$ cat src/rtl/freq_meter.sv
// Gated frequency counter: counts rising edges of the asynchronous sig_in over
// a window of GATE_CYCLES clk cycles and latches a saturating result.
module freq_meter #(
    parameter int GATE_CYCLES = 50000000,
    parameter int CNT_W       = 27
) (
    input  logic             clk,
    input  logic             clr_n,
    input  logic             sig_in,
    input  logic             start,
    input  logic             cont,
    output logic [CNT_W-1:0] freq,
    output logic             valid,
    output logic             busy,
    output logic             ovf
);

    localparam int GW = (GATE_CYCLES > 1) ? $clog2(GATE_CYCLES) : 1;

    typedef enum logic {
        IDLE,
        MEAS
    } state_t;

    state_t           state;
    state_t           state_nxt;
    logic             s1;
    logic             s2;
    logic             s3;
    logic             primed;
    logic [1:0]       prime_cnt;
    logic             sig_edge;
    logic [GW-1:0]    gate_cnt;
    logic [CNT_W-1:0] edge_cnt;
    logic             ovf_w;
    logic             gate_last;
    logic             at_max;
    logic [CNT_W-1:0] final_sum;
    logic             final_ovf;

    // primed holds off edge detection until the chain has filled with real
    // samples, so a level already high at reset release is not seen as a rise.
    always_ff @(posedge clk or negedge clr_n) begin
        if (!clr_n) begin
            s1        <= 1'b0;
            s2        <= 1'b0;
            s3        <= 1'b0;
            prime_cnt <= '0;
            primed    <= 1'b0;
        end else begin
            s1 <= sig_in;
            s2 <= s1;
            s3 <= s2;
            if (!primed) begin
                prime_cnt <= prime_cnt + 2'd1;
                primed    <= (prime_cnt == 2'd2);
            end
        end
    end

    assign sig_edge  = s2 & ~s3 & primed;
    assign gate_last = (gate_cnt == GW'(GATE_CYCLES - 1));
    assign at_max    = (edge_cnt == '1);
    assign final_ovf = sig_edge & at_max;
    assign final_sum = (sig_edge && !at_max) ? edge_cnt + CNT_W'(1) : edge_cnt;

    always_ff @(posedge clk or negedge clr_n) begin
        if (!clr_n) begin
            state <= IDLE;
        end else begin
            state <= state_nxt;
        end
    end

    always_comb begin
        state_nxt = state;
        busy      = 1'b0;
        case (state)
            IDLE: begin
                if (start || cont) begin
                    state_nxt = MEAS;
                end
            end
            MEAS: begin
                busy = 1'b1;
                if (gate_last && !cont) begin
                    state_nxt = IDLE;
                end
            end
            default: state_nxt = IDLE;
        endcase
    end

    // Counters are held cleared in IDLE so every window starts from zero.
    always_ff @(posedge clk or negedge clr_n) begin
        if (!clr_n) begin
            gate_cnt <= '0;
            edge_cnt <= '0;
            ovf_w    <= 1'b0;
            freq     <= '0;
            ovf      <= 1'b0;
            valid    <= 1'b0;
        end else begin
            valid <= 1'b0;
            if (state == IDLE) begin
                gate_cnt <= '0;
                edge_cnt <= '0;
                ovf_w    <= 1'b0;
            end else if (gate_last) begin
                freq     <= final_sum;
                ovf      <= ovf_w | final_ovf;
                valid    <= 1'b1;
                gate_cnt <= '0;
                edge_cnt <= '0;
                ovf_w    <= 1'b0;
            end else begin
                gate_cnt <= gate_cnt + GW'(1);
                if (sig_edge) begin
                    if (at_max) begin
                        ovf_w <= 1'b1;
                    end else begin
                        edge_cnt <= edge_cnt + CNT_W'(1);
                    end
                end
            end
        end
    end

endmodule
$ cat config.mk
export PLATFORM = sky130hd
export DESIGN_NAME = freq_meter
export DESIGN_NICKNAME = d
export VERILOG_FILES = /design/src/rtl/freq_meter.sv
export SDC_FILE = /design/constraint.sdc
export NUM_CORES = 1
export LEC_CHECK = 0
export ABC_AREA = 1
export BUFFER_PORTS_ARGS = -buffer_cell sky130_fd_sc_hd__clkbuf_2
export CAP_MARGIN = 20
export CORE_ASPECT_RATIO = 1.75
export CORE_MARGIN = 5
export CORE_UTILIZATION = 38
export CTS_CLUSTER_SIZE = 10
export DETAILED_ROUTE_END_ITERATION = 8
export HOLD_SLACK_MARGIN = 0.12
export PLACE_DENSITY = 0.61
export SLEW_MARGIN = 20
export SYNTH_ARGS = -nofsm -noshare
export SYNTH_HDL_FRONTEND = slang
export SYNTH_SLANG_ARGS = --single-unit
$ cat constraint.sdc
create_clock -name clk -period 1.7 [get_ports clk]
set_input_delay 0.34 -clock clk [delete_from_list [all_inputs] [get_ports clk]]
set_output_delay 0.34 -clock clk [all_outputs]
set_load 0.02 [all_outputs]
# After elaboration in Yosys (flattened, before gate mapping)

Cells that the tools add are included.

Input port bits: 5
Register bits after elaboration: 90
Output and inout port bits: 30

Equality and inequality tests: 6
Bitwise operators: 6
Reduce and logical (&&, ||, !) cells: 8
Muxes and demuxes: 18
Add/sub/neg operators: 3

Operator list:

| cell                                                                     | count |
|---|---|
| 27-bit 2-to-1 mux                                                        | 5 |
| 26-bit 2-to-1 mux                                                        | 2 |
| 27-bit by 1-bit adder with 27-bit output (second input constant)         | 1 |
| 27-bit == test (second input constant)                                   | 1 |
| 26-bit by 1-bit adder with 26-bit output (second input constant)         | 1 |
| 26-bit == test (second input constant)                                   | 1 |
| 1-bit 2-to-1 mux                                                         | 10 |
| 3-bit by 1-bit inequality test with 1-bit output (second input constant) | 2 |
| 2-bit AND reduction                                                      | 3 |
| 1-bit AND                                                                | 3 |
| 3-bit inequality test (second input constant)                            | 1 |
| 2-bit by 1-bit adder with 2-bit output (second input constant)           | 1 |
| 2-bit == test (second input constant)                                    | 1 |
| 1-bit logical AND                                                        | 2 |
| 1-bit logical NOT                                                        | 2 |
| 1-bit inverter                                                           | 2 |
| 1-bit case mux with 2 select lines                                       | 1 |
| 1-bit logical OR                                                         | 1 |
| 1-bit OR                                                                 | 1 |

# Longest topological paths before layout

Gate-level depths: netlist of run 1.

Depth in word-level cells: 6
Depth in mapped cells: 12
Gate-level depth less buffers: 11

# Worst setup path after synthesis of run 1

No wires, ideal clock.

Path type: register to register
Start point: register edge_cnt[0]
End point: register freq[0]
Period minus slack after synthesis: 1.639 ns
Arrival time: 1.522 ns
Path buffers: 1
Data required time: 1.583 ns
Setup slack: 0.061 ns
Stages on the path, launching flop included: 11
Setup time: 0.117 ns
Path through: dfrtp_1 -> ha_1 -> nand3_2 -> inv_2 -> nand2_1 -> nor2_1 -> a21oi_2 -> buf_2 -> nand2_1 -> nand3_1 -> nand2_1

Word-level cells in the longest chain between the ends: 4
Elaborated cells on any way between the ends: 5
Classes of those cells: add/sub (1); eq/ne (1); mux (1); reduce/logical (2)

RTL lines:

| what                                                                                             | line | source |
|---|---|---|
| start: declaration                                                                               | 34   | `logic [CNT_W-1:0] edge_cnt;` |
| start signal: assignment                                                                         | 122  | `edge_cnt <= edge_cnt + CNT_W'(1);` |
| parallel branches: the longest is 3 deep, another holds 27-bit by 1-bit adder with 27-bit output | -    |  |
| 27-bit 2-to-1 mux (*)                                                                            | 65   | `assign final_sum = (sig_edge && !at_max) ? edge_cnt + CNT_W'(1) : edge_cnt;` |
| end signal: assignment                                                                           | 110  | `freq <= final_sum;` |
| end: declaration                                                                                 | 12   | `output logic [CNT_W-1:0] freq,` |

Every way passes the cells marked *.
A chain may end at the register's enable or synchronous reset.

# Worst setup path after layout of run 1

Start point: register edge_cnt[1]
End point: register freq[26]

The elaborated chain is that of the path after synthesis.

==> results.sh, run 1 <==
export IMPL_floorplan_initialDensity=0.389
export IMPL_tritoncts_num_sinks=90
export IMPL_grt_usage=0.171
export IMPL_worst_setup_path_type="reg -> reg"
export IMPL_cts_buffers_inserted=9
export IMPL_critical_path_endpoint_type="flop"
export IMPL_via_density=4.80
export IMPL_via_count=4243
export IMPL_grt_max_degree=31
export IMPL_synth_top_cell_area_share=0.480
export IMPL_antenna_violating_nets_post_route=0
export IMPL_power_w=0.00451
export IMPL_hp_class="in -> reg"
export IMPL_grt_pass1_wl_mm=19.9
export IMPL_edff_count_synth=0
export IMPL_design_portCount=35
export IMPL_die_height_um=157
export IMPL_synth_async_reset_ratio=1.00
export IMPL_timing_fmax_mhz=601
export IMPL_buffer_ports_inserted=34
export IMPL_register_area_um2=2260
export IMPL_cp_data_arrival_time_ns=1.89
export IMPL_antenna_found_initial=0
export IMPL_sequential_to_total_area_share_from_yosys_stat=0.480
export IMPL_placementRows=53
export IMPL_synth_flop_cell="dfrtp_1"
export IMPL_power_per_cell_area_nw_per_um2=755
export IMPL_clock_latency_ns=0.34
export IMPL_final_worst_path_cycle_share=0.979
export IMPL_synth_distinct_cells=31
export IMPL_post_dp_hpwl_mm=9.04
export IMPL_highest_signal_layer="met4"
export IMPL_dp_cells=854
export IMPL_design_final_nets=723
export IMPL_cp_max_fo=22
export IMPL_fin_cells=884
export IMPL_clk_root_buffer_cell="clkbuf_16"
export IMPL_tightest_pin_transition_ns=0.417
export IMPL_coreArea_um2=12100
export IMPL_cts_max_path_buffers=2
export IMPL_startpoint_type="flop"
export IMPL_post_synth_inst_count=631
export IMPL_routedLengthMet1_mm=4.57
export IMPL_detail_route_wl_per_cell_um=14.0
export IMPL_final_max_slew_violation_count=0
export IMPL_cell_type_contributing_the_most_total_cell_area_after_synthesis="dfrtp_1"
export IMPL_grt_setup_unrepaired="true"
export IMPL_clock_slew_at_the_register_clock_pins_of_the_worst_setup_and_hold_paths_ns=0.06
export IMPL_filler_cell_count=1234
export IMPL_timing_final_hold_violations=0
export IMPL_first_global_vias=4283
export IMPL_postSynthNetCount=639
export IMPL_yosysWarnings=0
export IMPL_final_layout_size_suffix_gt1_frac=0.225
export IMPL_timing_clock_skew_ns=0.00774
export IMPL_synth_area_top_cells="dfrtp_1 (48%), nand2_1 (20%), nor2_1 (6.4%), inv_1 (4.2%), a21oi_1 (3.4%)"
export IMPL_multiInputGateArea_um2=2320
export IMPL_antenna_cells=0
export IMPL_htree_num_levels=3
export IMPL_cp_data_required_time_ns=1.93
export IMPL_clock_tree_from_tritoncts="built"
export IMPL_area_growth_syn_to_layout_pct=27.2
export IMPL_firstDrtPassIters=4
export IMPL_die_x_um=94.0
export IMPL_synth_cell_area_um2=4700
export IMPL_power_ir_vdd_worst_uv=457
export IMPL_syn_mean_instance_area_um2=7.44
export IMPL_detail_route_wirelength_mm=12.3
export IMPL_leakagePower_nw=2.99
export IMPL_grt_overflow_total=0
export IMPL_slew_headroom=0.722
export IMPL_time_the_final_worst_path_needs_with_i_o_delays_and_setup_ns=1.66
export IMPL_gp_congestion=0.879
export IMPL_drt_first_iter_violations=182
export IMPL_outcome="completed"
export IMPL_drc=0
export IMPL_met2_wl_post_dr_mm=6.88
export IMPL_met3_wirelength_um=381
export IMPL_setup_viol_count_final=0
export IMPL_number_of_maximum_capacitance_violations=0
export IMPL_synth_ff_latch_count=90
export IMPL_floorplan_die_area_um2=14800
## what timing repair did
action / CTS / global route
setup endpoints to repair: 5 / 64
pin swaps: 4 / 14
hold endpoints to repair: 26 / 0
buffers inserted: 0 / 11
hold buffers: 2 / 0
gates resized for setup: 6 / 54
gates cloned: 0 / 2
## stage by stage
step | hold slack, ns | setup TNS [ns] | cell area, µm² | setup slack (ns) | utilization
finish | 0.201 | 0 | 5970 | 0.0358 | 0.495
floorplan | 0.0444 | 0 | 4700 | 0.0611 | -
global placement | 0.304 | -0.0256 | 5370 | -0.0200 | 0.445
CTS | 0.198 | 0 | 5680 | 0.0151 | 0.470
global route | 0.226 | -1.16 | 5970 | -0.0794 | 0.495
detailed placement | 0.308 | -0.132 | 5370 | -0.0635 | 0.445
## flip-flops by register name, indices dropped and copies added, names as in the netlist
register   cells
s2             1
s1             1
freq          27
edge_cnt      27
ovf            1
s3             1
prime_cnt      2
primed         1
ovf_w          1
gate_cnt      26
state          1
valid          1
## cells in the final DEF, fill, tap and decap left out, types with 3 or more instances in the layout
master     instances
a21oi_1           32
dfrtp_1           86
inv_1             51
nand3b_1           7
buf_6              3
nor2_2            13
inv_2              5
nand2_1          235
clkbuf_16         10
nand2_2           12
o21ai_0            3
nor3_1             8
nor2_1            69
clkbuf_2          33
nand3_1           26
nand3_2            3
buf_12             7
nor2_4             7
dfrtp_2            4
nor3_2             8
nand4_1           10
buf_4             39
xnor2_1           13
xor2_1            10
## path summary, 6_finish.rpt
kind                        startpoint            to  slack, ns  cells past startpoint
max                        edge_cnt[1]      freq[26]       0.04                     11
min                               cont         state       0.20                      3
max reg2reg                edge_cnt[1]      freq[26]       0.04                     11
min reg2reg                         s1            s2       0.35                      0
max in group asynchronous        clr_n  gate_cnt[12]       0.68                      3
min in group asynchronous        clr_n           ovf       0.49                      2
## synthesized netlist by cell type (2+ instances only)
cell and number:
nor2_4 2, a21oi_1 32, nand4_1 10, inv_2 4, nand2_1 247, xor2_1 10
nor2_2 7, nor2_1 80, nand3b_1 7, ha_1 3, buf_6 2, xnor2_1 13
o21ai_0 3, nor3_1 16, nand3_1 29, inv_1 53, dfrtp_1 90, clkbuf_1 3
buf_2 8
## area by class of cell
class / count / share of cell area
Timing Repair Buffer: 86 / 0.116
Inverter: 58 / 0.0377
Sequential cell: 90 / 0.378
Tap cell: 165 / 0.0346
Clock inverter: 4 / 0.00482
Clock buffer: 11 / 0.0406
Multi-Input combinational cell: 470 / 0.389
## power by group
group	switching [W]	internal, W	total (W)	leakage [nW]
Clock	0.000809	0.00102	0.00183	0.128
Sequential	0.0000789	0.00219	0.00227	1.20
Combinational	0.000223	0.000182	0.000406	1.67
## cell families (layout without fill, tap and decap cells)
kind of cell	Yosys count	after routing	synth area share
adder cells (fa/ha/maj)	3	3	0.00799
XOR/XNOR	23	23	0.0429
AND/OR/NAND/NOR	405	405	0.363
AO/OA/AOI/OAI	39	39	0.0442
buffers and inverters	71	159	0.0626
flip-flops	90	90	0.480
## routing by layer
metal,global-route usage,up-vias
li1,-,2135
met1,0.171,2005
met2,0.327,73
met3,0.0325,30
met4,0.0875,0
met5,0,-
## critical path, cell delays in order (launching register included)
cell and delay (ns):
dfrtp_1 0.44, ha_4 0.18, nand3_4 0.11, inv_4 0.08
nand2_2 0.06, nor2_4 0.13, nand3_4 0.10, buf_12 0.17
nand3_2 0.09, nand2_1 0.07, nand2_1 0.07, nand2_1 0.05
(Power assumes the default switching activity.)
==> run 2, diff against run 1 <==
--- a/config.mk
+++ b/config.mk
@@ -13,2 +13,3 @@
 export CORE_UTILIZATION = 38
+export CTS_CLUSTER_DIAMETER = 40
 export CTS_CLUSTER_SIZE = 10
==> constraint.sdc (replaced) <==
create_clock -name clk -period 1.7 [get_ports clk]
set_input_delay 0.51 -clock clk [delete_from_list [all_inputs] [get_ports clk]]
set_output_delay 0.51 -clock clk [all_outputs]
set_load 0.02 [all_outputs]
==> run 2 against run 1 <==
Compared with the run above:
- first-iteration DRC count down 21%
- critical endpoint is now freq[18]
- sequential share of layout area is essentially flat
- worst hold slack improved by 0.073 ns
- non-clock buffer count rose by 4
- via count about the same
- global-route usage shrank 0.12 points
- setup slack worse by 0.029 ns
- critical path depth is 1 higher
==> results.sh, run 2 (same netlist as run 1, synthesis figures left out) <==
export IMPL_outcome="completed"
export IMPL_timing_fmax_mhz=591
export IMPL_setup_viol_count_final=0
export IMPL_slew_headroom=0.727
export IMPL_register_area_um2=2250
export IMPL_number_of_maximum_capacitance_violations=0
export IMPL_placementRows=53
export IMPL_cp_data_arrival_time_ns=1.93
export IMPL_worst_setup_path_type="reg -> reg"
export IMPL_filler_cell_count=1225
export IMPL_detail_route_wl_per_cell_um=13.3
export IMPL_clock_slew_at_the_register_clock_pins_of_the_worst_setup_and_hold_paths_ns=0.06
export IMPL_cts_buffers_inserted=9
export IMPL_die_height_um=157
export IMPL_leakagePower_nw=3.04
export IMPL_cp_data_required_time_ns=1.94
export IMPL_antenna_violating_nets_post_route=0
export IMPL_htree_num_levels=3
export IMPL_area_growth_syn_to_layout_pct=27.2
export IMPL_grt_usage=0.170
export IMPL_final_worst_path_cycle_share=0.996
export IMPL_gp_congestion=0.886
export IMPL_power_per_cell_area_nw_per_um2=789
export IMPL_design_final_nets=727
export IMPL_drt_first_iter_violations=143
export IMPL_clock_tree_from_tritoncts="built"
export IMPL_multiInputGateArea_um2=2260
export IMPL_critical_path_endpoint_type="flop"
export IMPL_design_portCount=35
export IMPL_via_density=4.78
export IMPL_clk_root_buffer_cell="clkbuf_16"
export IMPL_grt_pass1_wl_mm=19.8
export IMPL_grt_setup_unrepaired="true"
export IMPL_final_setup_worst_slack_ns=0.00670
export IMPL_tritoncts_num_sinks=90
export IMPL_grt_max_degree=36
export IMPL_tightest_pin_transition_ns=0.407
export IMPL_timing_final_hold_violations=0
export IMPL_biggestRegsByFlops="edge_cnt (27), freq (27), gate_cnt (26)"
export IMPL_die_x_um=94.0
export IMPL_firstDrtPassIters=4
export IMPL_startpoint_type="flop"
export IMPL_time_the_final_worst_path_needs_with_i_o_delays_and_setup_ns=1.69
export IMPL_floorplan_die_area_um2=14800
export IMPL_layout_commonest_cell="nand2_1"
export IMPL_antenna_cells=0
export IMPL_grt_overflow_total=0
export IMPL_timing_clock_skew_ns=0.00468
export IMPL_postLayoutCoreUtil=0.495
export IMPL_dp_slack_ns=-0.198
export IMPL_clock_latency_ns=0.34
export IMPL_coreArea_um2=12100
export IMPL_detail_route_wirelength_mm=11.8
export IMPL_cp_max_fo=22
export IMPL_final_layout_size_suffix_gt1_frac=0.217
export IMPL_final_max_slew_violation_count=0
export IMPL_buffer_ports_inserted=34
export IMPL_power_ir_vdd_worst_uv=447
export IMPL_via_count=4247
export IMPL_hp_class="in -> reg"
export IMPL_cts_max_path_buffers=2
export IMPL_antenna_found_initial=0
export IMPL_post_dp_hpwl_mm=9.03
export IMPL_floorplan_initialDensity=0.389
export IMPL_layout_cells_most_common_list="nand2_1 (239), dfrtp_1 (88), nor2_1 (74)"
export IMPL_first_global_vias=4252
export IMPL_drc=0
[run 2: cell type report]
cell class / instances / share of cell area
flip-flops and latches: 90 / 0.377
clock inverters: 4 / 0.00817
well taps: 165 / 0.0346
multi-input cells: 470 / 0.378
repair buffers: 90 / 0.120
clock buffers: 12 / 0.0446
inverters: 58 / 0.0373
[run 2: worst max-delay path: stages, from the launching register on]
cell	delay, ns
dfrtp_1	0.36
ha_2	0.20
nand3_2	0.09
inv_2	0.07
buf_6	0.11
nand2_4	0.05
nor2_4	0.14
nand3_4	0.11
buf_12	0.17
nand3b_1	0.12
nand2_1	0.07
nand2_1	0.05
nand2_1	0.04
[run 2: through the flow]
| step | TNS (ns) | std cells | hold WS (ns) | total power (W) | cell area [µm²] |
|---|---|---|---|---|---|
| after CTS | 0 | 884 | 0.268 | 0.00473 | 5810 |
| final | 0 | 889 | 0.275 | 0.00472 | 5970 |
| after global placement | -2.59 | 866 | 0.340 | 0.00264 | 5460 |
| after global routing | -2.77 | 889 | 0.270 | 0.00491 | 5970 |
| after detailed placement | -4.74 | 866 | 0.340 | 0.00264 | 5460 |
| after floorplan | 0 | 631 | 0.214 | 0.00247 | 4700 |
[run 2: repair_timing]
action                                  CTS  global route
setup buffers                             1             5
pin swaps                                 3             7
hold buffers                              1             0
hold endpoints to repair                 10             0
endpoints found under the setup margin   42            64
gates resized for setup                   7            31
[run 2: routing by layer]
| metal | global-route usage | vias up | wire [µm] |
|---|---|---|---|
| met5 | 0 | - | 0 |
| li1 | - | 2153 | - |
| met4 | 0.0702 | 0 | 340 |
| met3 | 0.0253 | 30 | 303 |
| met1 | 0.175 | 1993 | 4380 |
| met2 | 0.333 | 71 | 6830 |
[run 2: path summary, 6_finish.rpt]
check                            start           to  slack, ns  cells after the start
max                        edge_cnt[0]     freq[18]      0.007                     12
min in group asynchronous        clr_n       primed       0.57                      2
min                             sig_in           s1       0.27                      1
max reg2reg                edge_cnt[0]     freq[18]      0.007                     12
max in group asynchronous        clr_n  gate_cnt[6]       0.61                      3
min reg2reg                         s1           s2       0.35                      0
[run 2: power breakdown]
group	internal [W]	leakage (nW)	total (W)	switching (W)
combinational	0.000167	1.67	0.000373	0.000205
sequential	0.00220	1.20	0.00227	0.0000705
clock	0.00126	0.159	0.00208	0.000820
total	0.00362	3.04	0.00472	0.00110
==> run 3, diff against run 2 <==
REMOVE_ABC_BUFFERS = 1   (was default)
==> run 3 against run 2 <==
Compared with the run above:
- cell count grew 1.5%
- cell area grew 7.3%
- flip-flop and latch count is the same
- largest power group is now the clock network
- register-to-register slack is essentially flat
- first-iteration DRC count grew 9.8%
- via count grew 4.6%
- worst hold slack gained 0.0087 ns
- setup slack is essentially flat
==> results.sh, run 3 (same netlist as run 1, synthesis figures left out) <==
export IMPL_leakagePower_nw=3.31
export IMPL_clock_slew_at_the_register_clock_pins_of_the_worst_setup_and_hold_paths_ns=0.06
export IMPL_total_cell_area_at_the_placement_stage_um2=5440
export IMPL_detail_route_wirelength_mm=12.9
export IMPL_first_global_vias=4352
export IMPL_reg2reg_depth=10
export IMPL_via_density=4.92
export IMPL_outcome="completed"
export IMPL_placementRows=53
export IMPL_timing_final_hold_violations=0
export IMPL_rr_endpoint="freq[13]"
export IMPL_post_dp_hpwl_mm=8.85
export IMPL_design_portCount=35
export IMPL_antenna_cells=0
export IMPL_grt_pass1_wl_mm=19.8
export IMPL_die_height_um=157
export IMPL_filler_cell_count=1134
export IMPL_cp_data_arrival_time_ns=1.98
export IMPL_grt_overflow_total=0
export IMPL_drc=0
export IMPL_power_per_cell_area_nw_per_um2=799
export IMPL_grt_max_degree=41
export IMPL_timing_fmax_mhz=590
export IMPL_critical_path_endpoint_type="flop"
export IMPL_setup_reg_to_reg_worst_slack_ns=0.006
export IMPL_clock_latency_ns=0.35
export IMPL_htree_num_levels=3
export IMPL_startpoint_type="flop"
export IMPL_firstDrtPassIters=4
export IMPL_detail_route_wl_per_cell_um=14.3
export IMPL_worst_setup_path_type="reg -> reg"
export IMPL_setup_viol_count_final=0
export IMPL_hp_class="in -> reg"
export IMPL_time_the_final_worst_path_needs_with_i_o_delays_and_setup_ns=1.69
export IMPL_gp_congestion=0.965
export IMPL_cts_buffers_inserted=9
export IMPL_die_x_um=94.0
export IMPL_number_of_maximum_capacitance_violations=0
export IMPL_final_max_slew_violation_count=0
export IMPL_final_layout_size_suffix_gt1_frac=0.292
export IMPL_clk_root_buffer_cell="clkbuf_16"
export IMPL_design_final_nets=740
export IMPL_buffer_ports_inserted=34
export IMPL_tightest_pin_transition_ns=0.347
export IMPL_floorplan_initialDensity=0.389
export IMPL_grt_setup_unrepaired="true"
export IMPL_power_ir_vdd_worst_uv=558
export IMPL_cts_max_path_buffers=2
export IMPL_coreArea_um2=12100
export IMPL_regToRegStartpoint="gate_cnt[0]"
export IMPL_layout_commonest_cell="nand2_1"
export IMPL_biggestRegsByFlops="edge_cnt (27), freq (27), gate_cnt (26)"
export IMPL_slew_headroom=0.769
export IMPL_final_design_area_no_fill_um2=6410
export IMPL_drt_first_iter_violations=157
export IMPL_worst_hold_path_num_cells=1
export IMPL_final_worst_path_cycle_share=0.996
export IMPL_tritoncts_num_sinks=90
export IMPL_holdPathEnd="s1"
export IMPL_layout_cells_most_common_list="nand2_1 (208), dfrtp_1 (89), nor2_1 (66)"
export IMPL_worstHoldStart="sig_in"
export IMPL_cp_max_fo=6
export IMPL_timing_clock_skew_ns=0.00828
export IMPL_floorplan_die_area_um2=14800
export IMPL_grt_usage=0.171
export IMPL_hold_ws_ns=0.284
export IMPL_antenna_violating_nets_post_route=0
export IMPL_antenna_found_initial=0
export IMPL_clock_tree_from_tritoncts="built"
export IMPL_area_growth_syn_to_layout_pct=36.5
export IMPL_cp_data_required_time_ns=1.99
export IMPL_via_count=4441
[run 3: cell count changes in the layout (fill, tap and decap cells not counted), moves of 5 or more]
cell	previous run	this run
nand2_1	239	208
nand2_2	8	31
nor2_1	74	66
nand2_4	2	9
buf_4	45	51
buf_6	2	7
nor2_2	11	16
nor3_1	13	8
[run 3: power by group]
part / internal [W] / switching (W)
registers: 0.00219 / 0.0000617
clock network: 0.00162 / 0.000830
logic: 0.000181 / 0.000234
[run 3: worst max-delay path: stages (launching register included)]
cell	delay, ns
dfrtp_1	0.37
ha_2	0.19
nand2_2	0.07
inv_2	0.08
nand2_4	0.07
nor2_4	0.13
nand3_2	0.09
nor2_4	0.27
clkbuf_16	0.23
nand2_2	0.05
nand2_1	0.06
[run 3: metrics by stage]
stage                     cells  setup WS (ns)  power, W  utilization  setup TNS [ns]
after floorplan             618         -0.176   0.00246            -           -3.74
after global placement      865         0.0326   0.00264        0.450               0
after detailed placement    865       -0.00322   0.00264        0.450        -0.00605
after CTS                   882         0.0174   0.00510        0.482               0
after global routing        902         -0.101   0.00532        0.531           -4.05
final                       902        0.00641   0.00512        0.531               0
[run 3: layer usage]
layer,vias up,wire length (µm),track usage,part of all wire
li1,2179,-,-,-
met1,2125,4720,0.181,0.37
met3,48,413,0.0282,0.032
met5,-,0,0,0
met2,89,7120,0.317,0.55
met4,0,620,0.0909,0.048
[run 3: how the worst max path moves through the flow]
stage	cells after the start	start	slack [ns]	endpoint
floorplan	9	gate_cnt[0]	-0.18	freq[0]
global placement	10	edge_cnt[0]	0.03	freq[25]
global route	10	gate_cnt[0]	-0.10	freq[13]
detailed placement	9	gate_cnt[0]	-0.003	gate_cnt[18]
CTS	12	edge_cnt[0]	0.02	freq[23]
finish	10	gate_cnt[0]	0.006	freq[13]
[run 3: area by class of cell]
| cell class | instances | area [µm²] | area share |
|---|---|---|---|
| Multi-Input combinational cell | 470 | 2480 | 0.387 |
| Sequential cell | 90 | 2250 | 0.352 |
| Timing Repair Buffer | 103 | 872 | 0.136 |
| Clock buffer | 11 | 243 | 0.0379 |
| Inverter | 58 | 225 | 0.0351 |
| Tap cell | 165 | 206 | 0.0322 |
| Clock inverter | 5 | 125 | 0.0195 |
[run 3: what timing repair did]
action                     in CTS  in global routing
pin swaps                       0                 37
setup endpoints to repair       3                 66
hold endpoints to repair       21                  0
hold buffers                    1                  0
cloned                          0                  6
resized for setup               2                108
setup buffers                   0                 14
